$ cat src/rtl/base_acombine_buf_pkg.sv
// Shared constants and helpers for the buffered valid/ready combiner.
// Holds default payload/counter widths and the payload slice offset.
package base_acombine_pkg;

    localparam int unsigned DW_DEF = 8;
    localparam int unsigned CW_DEF = 32;

    // Offset of stream j inside an ascending-range packed payload bus.
    function automatic int slice_off(input int j, input int w);
        return j * w;
    endfunction

endpackage

$ cat src/rtl/base_acombine_buf_ahold.sv
// One-entry valid/data holding register for a single input stream.
// Ports: clk, reset_n (sync, active-low), accept, fire, d -> q_v, q_d.
module base_ahold
    import base_acombine_pkg::*;
#(
    parameter int unsigned dw = DW_DEF
) (
    input  logic          clk,
    input  logic          reset_n,
    input  logic          accept,
    input  logic          fire,
    input  logic [dw-1:0] d,
    output logic          q_v,
    output logic [dw-1:0] q_d
);

    logic          v_q;
    logic          v_d;
    logic [dw-1:0] data_q;
    logic [dw-1:0] data_d;

    // A same-cycle accept keeps the entry full even when it fires,
    // which is what sustains one transaction per cycle.
    always_comb begin
        v_d    = v_q;
        data_d = data_q;
        if (accept) begin
            v_d    = 1'b1;
            data_d = d;
        end else if (fire) begin
            v_d = 1'b0;
        end
    end

    always_ff @(posedge clk) begin
        if (!reset_n) begin
            v_q    <= 1'b0;
            data_q <= '0;
        end else begin
            v_q    <= v_d;
            data_q <= data_d;
        end
    end

    assign q_v = v_q;
    assign q_d = data_q;

endmodule

$ cat src/rtl/base_acombine_buf.sv
// Buffered join of ni payload streams forked to no independently drained outputs.
// Ports: clk, reset_n, i_v/i_r/i_d (inputs), o_v/o_r/o_d (outputs), o_cnt.
// o_cnt counts fires only when BASE_ACOMBINE_BUF_CNT_EN is defined, else 0.
// i_r depends combinationally on o_r; instantiating logic must not close a
// loop from i_r back to o_r.
module base_acombine_buf
    import base_acombine_pkg::*;
#(
    parameter int unsigned ni = 2,
    parameter int unsigned no = 2,
    parameter int unsigned dw = DW_DEF,
    parameter int unsigned cw = CW_DEF
) (
    input  logic             clk,
    input  logic             reset_n,
    input  logic [0:ni-1]    i_v,
    output logic [0:ni-1]    i_r,
    input  logic [0:ni*dw-1] i_d,
    output logic [0:no-1]    o_v,
    input  logic [0:no-1]    o_r,
    output logic [0:ni*dw-1] o_d,
    output logic [0:cw-1]    o_cnt
);

    logic [0:ni-1]    hold_v;
    logic [0:ni*dw-1] hold_cat;
    logic             ofree;
    logic             fire;
    logic [0:no-1]    ov_q;
    logic [0:no-1]    ov_d;
    logic [0:ni*dw-1] od_q;
    logic [0:ni*dw-1] od_d;

    // Output stage is free when every output is either empty or draining now.
    assign ofree = &(~ov_q | o_r);
    assign fire  = (&hold_v) & ofree;
    assign i_r   = ~hold_v | {ni{fire}};

    for (genvar j = 0; j < ni; j++) begin : g_hold
        logic [dw-1:0] q_d;

        base_ahold #(
            .dw(dw)
        ) u_hold (
            .clk    (clk),
            .reset_n(reset_n),
            .accept (i_v[j] & i_r[j]),
            .fire   (fire),
            .d      (i_d[slice_off(j, dw) +: dw]),
            .q_v    (hold_v[j]),
            .q_d    (q_d)
        );

        assign hold_cat[slice_off(j, dw) +: dw] = q_d;
    end

    // Fire reloads every output, overriding any same-cycle drain.
    always_comb begin
        ov_d = ov_q & ~o_r;
        od_d = od_q;
        if (fire) begin
            ov_d = '1;
            od_d = hold_cat;
        end
    end

    always_ff @(posedge clk) begin
        if (!reset_n) begin
            ov_q <= '0;
            od_q <= '0;
        end else begin
            ov_q <= ov_d;
            od_q <= od_d;
        end
    end

    assign o_v = ov_q;
    assign o_d = od_q;

`ifdef BASE_ACOMBINE_BUF_CNT_EN
    logic [cw-1:0] cnt_q;
    logic [cw-1:0] cnt_d;

    always_comb begin
        cnt_d = cnt_q;
        if (fire) begin
            cnt_d = cnt_q + 1'b1;
        end
    end

    always_ff @(posedge clk) begin
        if (!reset_n) begin
            cnt_q <= '0;
        end else begin
            cnt_q <= cnt_d;
        end
    end

    assign o_cnt = cnt_q;
`else
    assign o_cnt = '0;
`endif

endmodule

$ cat config.mk
export PLATFORM = sky130hd
export DESIGN_NAME = base_acombine_buf
export DESIGN_NICKNAME = d
export VERILOG_FILES = /design/src/rtl/base_acombine_buf_pkg.sv /design/src/rtl/base_acombine_buf_ahold.sv /design/src/rtl/base_acombine_buf.sv
export SDC_FILE = /design/constraint.sdc
export NUM_CORES = 1
export LEC_CHECK = 0
export BUFFER_PORTS_ARGS = -buffer_cell sky130_fd_sc_hd__buf_2
export CAP_MARGIN = 15
export CORE_MARGIN = 4
export CORE_UTILIZATION = 50
export DETAILED_ROUTE_END_ITERATION = 6
export HOLD_SLACK_MARGIN = 0.12
export PLACE_DENSITY = 0.94
export SYNTH_ARGS = -nofsm -noshare
export SYNTH_HDL_FRONTEND = slang
export SYNTH_SLANG_ARGS = --single-unit
$ cat constraint.sdc
create_clock -name clk -period 2.5 [get_ports clk]
set_clock_uncertainty 0.05 [all_clocks]
set_input_delay 0.25 -clock clk [delete_from_list [all_inputs] [get_ports clk]]
set_output_delay 0.25 -clock clk [all_outputs]
set_load 0.01 [all_outputs]
==> flow_summary_export.csv, run 1 <==
group,metric,value,unit
drt,ant_nets,0,
sta,worstMarginPinSlew,0.751,ns
synthesis,yosysSeqAreaShare,42.5,%
floorplanning,die_height,66.3,microns
power_and_ir_drop,swShare,25.2,%
sta,final-max-slew-violation-count,0,
synthesis,yosys.area.top_type_share,42.5,%
setup_path,reg2reg_depth,4,
drt,wl_per_cell,11.2,microns
place,dp_cells,255,
sta,layout_setup_ws,0.688,ns
finish,layout_common_cells,"buf_2, dfxtp_1, conb_1",
setup_path,r2r-start,"g_hold[1].u_hold.q_v$_SDFFE_PN0P_",
power_and_ir_drop,pwr-share-comb,13.0,%
setup_path,cp_data_arrival_time,2.00,ns
worst_hold_path,hold_class,"input pin to register",
global_route,grt_use_total,14.5,%
finish,area_delta_synth_final,19.0,%
sta,slew_headroom,49.9,%
setup_path,critPathMaxFanout,9,
clock_network,cts_buffers,5,
finish,stdcell_count,280,
power_and_ir_drop,p_sw,295,uW
global_route,grt_pass1_wl,4.77,mm
sta,fin_crit_sh,72.5,%
clock_network,htree_levels,2,
sta,grt_setup_unrepaired,"no",
synthesis,synthCells,180,
worst_hold_path,min_from,"i_v[1]",
place,post-dp-hpwl,2.13,mm
setup_path,end_kind,"register",
setup_path,ff2ff_setup_slack,0.69,ns
synthesis,ys_ff_latch,36,
power_and_ir_drop,power_frac_clock,34.4,%
sta,finalHoldWorstSlack,0.213,ns
clock_network,tritoncts,"built",
power_and_ir_drop,seq_power_share,52.7,%
drt,drtPass1Iterations,4,
clock_network,clock_latency,0.33,ns
finish,layout_commonest_cell,"buf_2",
worst_hold_path,whs_path_depth,3,
global_route,grt_pass1_vias,1056,
floorplanning,core,3150,sq um
synthesis,syn-cell-area,1700,sq um
drt,viasPerCell,4.44,
sta,max_freq,552,MHz
clock_network,cts-root-buf,"clkbuf_4",
sta,setup_violations,0,
global_route,grt.overflow.total,0,
run_status,outcome,"finished, final reports clean",
worst_hold_path,hold_path_end,"g_hold[1].u_hold.q_v$_SDFFE_PN0P_",
sta,fin_setup_tns,0,ns
run,maxCapViolations,0,
floorplanning,start_util,53.8,%
setup_path,cp-start-kind,"register",
setup_path,cp_data_required_time,2.68,ns
floorplanning,die_w,66.3,microns
clock_network,cts.clk_slew.worst_paths,0.10,ns
place,gp_congestion,0.676,
floorplanning,die_area,4390,sq um
synthesis,yosysWarnings,0,
floorplanning,pin_count,74,
power_and_ir_drop,leakagePower,0.000982,uW
sta,finalHoldViolCount,0,
power_and_ir_drop,intPower,876,uW
sta,layout_min_cycle_time,1.81,ns
floorplanning,rows,20,
power_and_ir_drop,powerDensity,580,nW/um^2
setup_path,criticalPathCategory,"register to register",
global_route,grt_max_degree,53,
synthesis,avgSynthCellArea,9.43,sq um
finish,antenna_cells,0,
setup_path,reg2reg_to,"o_d[11]$_SDFFE_PN0P_",
synthesis,synth_area_leaders,"dfxtp_1, buf_4, mux2i_1",
place,pre_cts_slack,0.696,ns
drt,drc_errors,0,
synthesis,yosysTopAreaCell,"dfxtp_1",
finish,layout.nets,257,
power_and_ir_drop,vdd_drop_max,0.277,mV
clock_network,post_cts_buffers,0,
clock_network,clockBufferDepth,2,
synthesis,synthDistinctLibCells,20,
finish,final_layout_size_suffix_gt1_share,24.6,%
drt,drt_iter0_drc,75,
global_route,grt_antenna_before_repair,0,
drt,vias,1244,
place,numPortBuffers,41,
clock_network,cts.sinks,36,
drt,totalWireLength,3.15,mm
## synthesized netlist by cell type
cell type  instances
nor2b_1           16
conb_1             1
buf_6              4
dfxtp_1           36
nand2_2            2
a21boi_0           4
nand2b_1           2
o32ai_4            2
inv_1              3
clkbuf_1           5
nand4_1            1
o21a_1             1
nand2_1           17
nor2_1             1
and2b_4            2
nand3_1           18
o21ai_0           14
o21ai_2            2
mux2i_1           16
buf_4             33
## power by group through the flow
stage	combinational, uW	clock (uW)	sequential, uW
floorplan	140	0	629
global placement	128	0	629
detailed placement	130	0	630
CTS	150	414	617
global route	170	437	621
finish	152	402	617
## worst max-delay path by stage
stage	slack, ns	from	cells past startpoint	endpoint
4_1_cts	0.69	g_hold[1].u_hold.q_v$_SDFFE_PN0P_	4	o_d[12]$_SDFFE_PN0P_
5_1_grt	0.54	g_hold[1].u_hold.q_v$_SDFFE_PN0P_	4	o_d[9]$_SDFFE_PN0P_
3_3_place_gp	0.74	o_r[1]	6	o_d[10]$_SDFFE_PN0P_
6_report	0.69	g_hold[1].u_hold.q_v$_SDFFE_PN0P_	4	o_d[11]$_SDFFE_PN0P_
3_5_place_dp	0.70	o_r[1]	6	o_d[11]$_SDFFE_PN0P_
2_1_floorplan	1.19	o_v[0]$_SDFF_PN0_	5	g_hold[0].u_hold.q_d[5]$_SDFFE_PN0P_
## routing by layer
| metal | up-vias | routed length (microns) | track usage, % |
|---|---|---|---|
| met4 | 0 | 46 | 5.33 |
| met2 | 45 | 1590 | 25.9 |
| met1 | 552 | 1290 | 15.4 |
| met3 | 8 | 221 | 5.10 |
| met5 | - | 0 | 0 |
| li1 | 639 | - | - |
## registers in the layout, summed over array words and instances, names as in the netlist
signal,flops
g_hold.u_hold.q_d,16
o_d,16
o_v,2
g_hold.u_hold.q_v,2
## worst max-delay path: stages, from the launching register on
cell and delay [ns]:
dfxtp_1 0.48, nand4_1 0.55, buf_4 0.41, mux2i_1 0.16, nor2b_1 0.06
## metrics by stage
stage	total power (uW)	area [sq um]	utilization, %
floorplan	769	1810	-
global placement	757	1770	56.1
detailed placement	760	1770	56.1
CTS	1180	2020	64.0
global route	1230	2020	64.0
finish	1170	2020	64.0
## repair_timing
item / in CTS / in global routing
hold buffers: 17 / 0
resized for setup: 0 / 0
hold endpoints to repair: 17 / 0
## cells by family (layout without fill, tap and decap cells)
group / count (synthesis) / count (layout) / synth area share [%]
AND/OR/NAND/NOR: 59 / 59 / 18.2
buffers and inverters: 45 / 70 / 19.0
flip-flops: 36 / 36 / 42.5
AO/OA/AOI/OAI: 23 / 23 / 10.6
multiplexers: 16 / 16 / 9.44
other: 1 / 32 / 0.221
## area by class of cell
cell class	instances	area, sq um
fill	276	1130
multi-input combinational	130	769
sequential	36	721
timing repair buffer	59	383
tap	44	55.1
clock inverter	3	42.5
clock buffer	5	37.5
inverter	3	11.3
Power figures use the tool's default switching activity.
==> run 2, diff against run 1 <==
- CORE_UTILIZATION: 50 -> 47
- PLACE_DENSITY: 0.94 -> 0.89
- clock period: 2.5 -> 1.8 ns (I/O delays scaled with it)
==> run 2 against run 1 <==
  * Sequential power increased by 39%
  * Die area is 5.6% higher
  * Non-clock buffer count up 3
  * Utilization down 4.5 points
  * Critical endpoint is now i_r[0]
  * Highest routed layer unchanged
  * Largest power group unchanged
==> flow_summary_export.csv, run 2 (synthesis results as in run 1) <==
group,metric,value,unit
run_status,outcome,"finished, final reports clean",
power_and_ir_drop,vdd_drop_max,0.449,mV
floorplanning,die_area,4630,sq um
clock_network,cts.clk_slew.worst_paths,0.11,ns
clock_network,clockBufferDepth,2,
drt,ant_nets,0,
floorplanning,rows,21,
drt,viasPerCell,4.40,
power_and_ir_drop,intPower,1080,uW
floorplanning,die_height,68.1,microns
floorplanning,pin_count,74,
floorplanning,start_util,49.7,%
place,gp_congestion,0.719,
drt,drtPass1Iterations,4,
clock_network,tritoncts,"built",
global_route,grt_max_degree,29,
setup_path,reg2reg_to,"g_hold[0].u_hold.q_d[2]$_SDFFE_PN0P_",
worst_hold_path,hold_path_end,"o_v[0]$_SDFF_PN0_",
clock_network,htree_levels,2,
floorplanning,core,3420,sq um
global_route,grt_antenna_before_repair,0,
run,maxCapViolations,0,
setup_path,r2r-start,"g_hold[1].u_hold.q_v$_SDFFE_PN0P_",
finish,antenna_cells,0,
finish,stdcell_count,285,
floorplanning,die_w,68.1,microns
sta,final-max-slew-violation-count,0,
drt,totalWireLength,3.08,mm
sta,setup_violations,0,
setup_path,ff2ff_setup_slack,0.31,ns
drt,wl_per_cell,10.8,microns
setup_path,cp_data_required_time,1.57,ns
setup_path,reg2reg_depth,3,
setup_path,cp-start-kind,"register",
setup_path,critPathMaxFanout,3,
place,dp_cells,259,
power_and_ir_drop,pwr-share-comb,14.6,%
finish,layout_commonest_cell,"buf_2",
clock_network,cts_buffers,5,
clock_network,cts.sinks,36,
sta,max_freq,644,MHz
setup_path,cp_data_arrival_time,1.32,ns
worst_hold_path,whs_path_depth,3,
finish,nFillCells,313,
sta,fin_setup_tns,0,ns
setup_path,end_kind,"output port",
finish,layout.nets,260,
setup_path,critPathSlowestCell,"dfxtp_1",
drt,drt_iter0_drc,45,
place,post-dp-hpwl,2.13,mm
worst_hold_path,hold_class,"input pin to register",
global_route,grt.overflow.total,0,
drt,drc_errors,0,
sta,worstMarginPinSlew,0.597,ns
finish,layout_common_cells,"buf_2, dfxtp_1, conb_1",
power_and_ir_drop,powerDensity,737,nW/um^2
setup_path,criticalPathCategory,"register to output port",
global_route,grt_use_total,13.6,%
power_and_ir_drop,seq_power_share,57.1,%
setup_path,crit_path_max_incr_delay,0.37,ns
sta,slew_headroom,60.2,%
power_and_ir_drop,swShare,27.7,%
sta,fin_crit_sh,86.3,%
power_and_ir_drop,power_frac_clock,28.3,%
drt,vias,1253,
clock_network,cts-root-buf,"clkbuf_4",
finish,area_delta_synth_final,20.0,%
finish,final_layout_size_suffix_gt1_share,25.1,%
power_and_ir_drop,p_sw,415,uW
place,numPortBuffers,41,
setup_path,cp_cell_sequence,"and2b_4, nor2_1, a21boi_1, inv_1, buf_2",
power_and_ir_drop,leakagePower,0.000995,uW
clock_network,clock_latency,0.34,ns
global_route,grt_pass1_wl,4.62,mm
global_route,grt_pass1_vias,1075,
sta,grt_setup_unrepaired,"no",
clock_network,post_cts_buffers,0,
sta,layout_min_cycle_time,1.55,ns
sta,finalHoldViolCount,0,
worst_hold_path,min_from,"o_r[0]",
-- run 2: worst max path at each step --
stage                      startpoint                              endpoint  slack [ns]  cells past startpoint
global route        o_v[0]$_SDFF_PN0_                                i_r[0]        0.08                      5
finish              o_v[0]$_SDFF_PN0_                                i_r[0]        0.25                      5
floorplan           o_v[0]$_SDFF_PN0_  g_hold[0].u_hold.q_d[5]$_SDFFE_PN0P_        0.49                      5
global placement    o_v[0]$_SDFF_PN0_  g_hold[1].u_hold.q_d[1]$_SDFFE_PN0P_        0.38                      3
detailed placement  o_v[0]$_SDFF_PN0_  g_hold[0].u_hold.q_d[2]$_SDFFE_PN0P_        0.30                      3
CTS                 o_v[0]$_SDFF_PN0_                                i_r[0]        0.14                      5
-- run 2: cell type report --
class | instances | area, sq um | area share, %
inverters | 3 | 11.3 | 0.553
clock buffers | 5 | 37.5 | 1.84
clock inverters | 3 | 18.8 | 0.922
repair buffers | 62 | 420 | 20.7
multi-input cells | 130 | 769 | 37.8
well taps | 46 | 57.6 | 2.83
flip-flops and latches | 36 | 721 | 35.4
-- run 2: critical path: cells and delay by family (launching register included) --
| family | cells | cell delay [ns] |
|---|---|---|
| buffers and inverters | 2 | 0.18 |
| AO/OA/AOI/OAI | 1 | 0.19 |
| AND/OR/NAND/NOR | 2 | 0.25 |
| flip-flops | 1 | 0.37 |
-- run 2: power by group through the flow --
stage          clock [uW]  combinational, uW  sequential, uW
2_1_floorplan           0                195             873
3_3_place_gp            0                185             873
3_5_place_dp            0                188             875
4_1_cts               448                218             857
5_1_grt               476                244             862
6_report              424                219             856
-- run 2: timing repair --
action / 4_1_cts / 5_1_grt
gates resized for setup: 0 / 1
hold buffers: 18 / 0
endpoints found under the hold margin: 18 / 0
endpoints found under the setup margin: 0 / 1
-- run 2: metrics by stage --
step	utilization, %	power [uW]	worst slack, ns	instance area, sq um	hold slack (ns)
floorplan	-	1070	0.489	1810	0.254
global placement	52.7	1060	0.377	1800	0.344
detailed placement	52.7	1060	0.304	1800	0.351
CTS	59.6	1520	0.137	2040	0.124
global route	59.6	1580	0.0828	2040	0.126
finish	59.6	1500	0.247	2040	0.135
-- run 2: layer usage --
layer,GRT usage (%),share of wire [%]
met2,22.9,49
met4,7.44,2.0
met3,4.11,7.7
met1,15.3,41
met5,0,0
==> run 3, diff against run 2 <==
--- a/config.mk
+++ b/config.mk
@@ -7,5 +7,5 @@
 export LEC_CHECK = 0
 export BUFFER_PORTS_ARGS = -buffer_cell sky130_fd_sc_hd__buf_2
-export CAP_MARGIN = 15
+export CAP_MARGIN = 20
 export CORE_MARGIN = 4
 export CORE_UTILIZATION = 47
@@ -15,3 +15,4 @@
 export SYNTH_ARGS = -nofsm -noshare
 export SYNTH_HDL_FRONTEND = slang
+export SYNTH_HIERARCHICAL = 1
 export SYNTH_SLANG_ARGS = --single-unit
--- a/constraint.sdc
+++ b/constraint.sdc
@@ -3,3 +3,3 @@
 set_input_delay 0.18 -clock clk [delete_from_list [all_inputs] [get_ports clk]]
 set_output_delay 0.18 -clock clk [all_outputs]
-set_load 0.01 [all_outputs]
+set_load 0.02 [all_outputs]
==> run 3 against run 2 <==
  * Maximum frequency down 9.5%
  * Sequential share of layout area down 0.48 points
  * Die area down 0.13%
  * Critical path type is now input pin to register
  * Critical path depth up 3
  * Utilization up 1.0 points
  * Sequential power down 0.6%
  * Non-clock buffer count up 1
  * Final cell count down 1.4%
  * Largest cell class unchanged
  * Wire length up 2.5%
  * Sequential cell count unchanged
==> flow_summary_export.csv, run 3 <==
group,metric,value,unit
global_route,grt.overflow.total,0,
run,maxCapViolations,0,
place,dp_cells,255,
finish,antenna_cells,0,
drt,drtPass1Iterations,4,
place,numPortBuffers,41,
run_status,outcome,"finished, final reports clean",
power_and_ir_drop,intPower,1240,uW
synthesis,synth-edff-count,0,
synthesis,synth_area_leaders,"dfxtp_1, mux2i_1, buf_4",
power_and_ir_drop,swShare,26.8,%
global_route,grt_use_total,14.4,%
finish,layout_common_cells,"buf_2, nand2_1, dfxtp_1",
sta,layout_min_cycle_time,1.72,ns
sta,final-max-slew-violation-count,0,
synthesis,yosysSeqAreaShare,42.5,%
setup_path,critPathMaxFanout,5,
synthesis,synth_flop_cell,"dfxtp_1",
synthesis,ys_ff_latch,36,
setup_path,reg2reg_depth,6,
synthesis,synth_xor_area_share,0,%
setup_path,reg2reg_to,"g_hold[0].u_hold/q_d[5]$_SDFFE_PN0P_",
power_and_ir_drop,power_frac_clock,33.3,%
setup_path,cp_data_required_time,1.99,ns
synthesis,yosys.area.top_type_share,42.5,%
synthesis,synth-compound-area-share,2.66,%
floorplanning,core,3420,sq um
setup_path,cp-start-kind,"input pin",
sta,fin_crit_sh,95.3,%
clock_network,clockBufferDepth,2,
finish,area_delta_synth_final,22.2,%
power_and_ir_drop,vdd_drop_max,0.555,mV
clock_network,cts.clk_slew.worst_paths,0.11,ns
sta,finalHoldViolCount,0,
synthesis,async_reset_ff_share,0,%
floorplanning,die_height,68.0,microns
setup_path,r2r-start,"o_v[1]$_SDFF_PN0_",
synthesis,syn-cell-area,1690,sq um
global_route,grt_max_degree,53,
synthesis,yosysTopAreaCell,"dfxtp_1",
synthesis,synthDistinctLibCells,15,
drt,viasPerCell,4.30,
sta,max_freq,583,MHz
finish,layout.nets,256,
synthesis,synthAdderAreaFrac,0,%
power_and_ir_drop,seq_power_share,50.3,%
clock_network,cts.sinks,36,
synthesis,synthMuxAreaShare,18.9,%
synthesis,synthSimpleGateAreaFrac,16.5,%
setup_path,cp-startpoint,"o_r[0]",
drt,wl_per_cell,11.2,microns
floorplanning,die_w,68.0,microns
power_and_ir_drop,p_sw,453,uW
finish,layout_commonest_cell,"buf_2",
floorplanning,start_util,49.6,%
drt,drt_iter0_drc,77,
setup_path,ff2ff_setup_slack,0.09,ns
clock_network,htree_levels,2,
clock_network,cts-root-buf,"clkbuf_4",
setup_path,end_kind,"register",
drt,vias,1208,
finish,nFillCells,313,
floorplanning,pin_count,74,
finish,fin_util,60.6,%
synthesis,avgSynthCellArea,9.79,sq um
drt,ant_nets,0,
power_and_ir_drop,powerDensity,817,nW/um^2
synthesis,yosysWarnings,6,
clock_network,clock_latency,0.34,ns
drt,drc_errors,0,
worst_hold_path,hold_class,"input pin to register",
finish,final_layout_size_suffix_gt1_share,25.1,%
global_route,grt_pass1_wl,4.86,mm
floorplanning,rows,21,
synthesis,synthCells,173,
setup_path,cp_data_arrival_time,1.91,ns
global_route,grt_antenna_before_repair,0,
setup_path,endpoint,"g_hold[0].u_hold/q_d[5]$_SDFFE_PN0P_",
finish,stdcell_count,281,
setup_path,criticalPathCategory,"input pin to register",
place,post-dp-hpwl,2.08,mm
synthesis,synth_top_family_by_area,"buffers and inverters",
floorplanning,die_area,4630,sq um
clock_network,tritoncts,"built",
global_route,grt_pass1_vias,1083,
clock_network,cts_buffers,5,
power_and_ir_drop,leakagePower,0.000940,uW
synthesis,yosysMostFrequentCell,"dfxtp_1",
synthesis,synth_commonest_cells,"dfxtp_1, nand2_1, buf_4, mux2i_1, nor2b_1",
place,gp_congestion,0.666,
sta,setup_violations,0,
drt,totalWireLength,3.16,mm
power_and_ir_drop,pwr-share-comb,16.4,%
[run 3: changes by cell type after synthesis, sizes merged, moves of 2 or more]
cell	before	now
mux2i	16	32
nand3	18	0
nand2	19	35
a21boi	4	2
nor2b	16	20
inv	3	1
o21a	1	4
o21ai	16	0
nand2b	2	0
o32ai	2	0
and2b	2	0
[run 3: power groups by stage]
stage	logic [uW]	registers [uW]	clock network, uW
after global placement	236	866	0
after floorplan	240	871	0
final	277	851	564
after detailed placement	241	868	0
after CTS	270	851	592
after global routing	305	856	625
[run 3: repair_timing]
item	4_1_cts	5_1_grt
hold endpoints to repair	18	0
setup endpoints to repair	2	3
buffers inserted	0	0
cloned	0	1
gates resized for setup	4	3
pin swaps	0	0
hold buffers	18	0
[run 3: how the worst min path moves through the flow]
stage          cells after the start                              endpoint  slack [ns]           startpoint
2_1_floorplan                      1     g_hold[0].u_hold/q_v$_SDFFE_PN0P_        0.25              reset_n
3_3_place_gp                       3  g_hold[0].u_hold/q_d[0]$_SDFFE_PN0P_        0.39               i_d[7]
3_5_place_dp                       2                   o_d[0]$_SDFFE_PN0P_        0.39  o_d[0]$_SDFFE_PN0P_
4_1_cts                            4                     o_v[0]$_SDFF_PN0_        0.15               o_r[1]
5_1_grt                            4                     o_v[0]$_SDFF_PN0_        0.21               o_r[1]
6_report                           4                     o_v[0]$_SDFF_PN0_        0.17               o_r[1]
[run 3: area by class of cell]
class	instances	area (sq um)	area share (%)
Clock buffer	5	37.5	1.81
Timing Repair Buffer	63	425	20.5
Tap cell	46	57.6	2.78
Inverter	1	16.3	0.785
Clock inverter	3	42.5	2.05
Multi-Input combinational cell	127	768	37.1
Sequential cell	36	723	34.9
[run 3: through the flow]
step	total power [uW]	hold slack [ns]	worst slack, ns	cell area [sq um]	setup TNS (ns)
4_1_cts	1710	0.152	0.0604	2050	0
6_report	1690	0.173	0.0838	2070	0
3_5_place_dp	1110	0.393	0.145	1790	0
3_3_place_gp	1100	0.386	0.195	1790	0
5_1_grt	1790	0.208	-0.00400	2070	-0.00541
2_1_floorplan	1110	0.248	0.0612	1810	0
[run 3: logic make-up (layout without fill, tap and decap cells)]
| logic type | after synthesis | after routing |
|---|---|---|
| AND/OR/NAND/NOR | 57 | 57 |
| buffers and inverters | 41 | 72 |
| flip-flops | 36 | 36 |
| multiplexers | 32 | 32 |
| AO/OA/AOI/OAI | 6 | 6 |
| other | 1 | 32 |
[run 3: metal layers]
metal / up-vias / track usage, % / part of all wire (%)
met5: - / 0 / 0
met4: 0 / 7.44 / 1.8
met3: 5 / 4.11 / 7.9
met2: 46 / 24.5 / 50
met1: 547 / 16.3 / 40
li1: 610 / - / -
[run 3: critical path, cell delays in order]
cell	delay (ns)
dlygate4sd3_1	0.52
buf_2	0.09
nor2b_1	0.04
or3_4	0.40
a21boi_2	0.21
buf_2	0.20
mux2i_1	0.19
nor2b_1	0.06
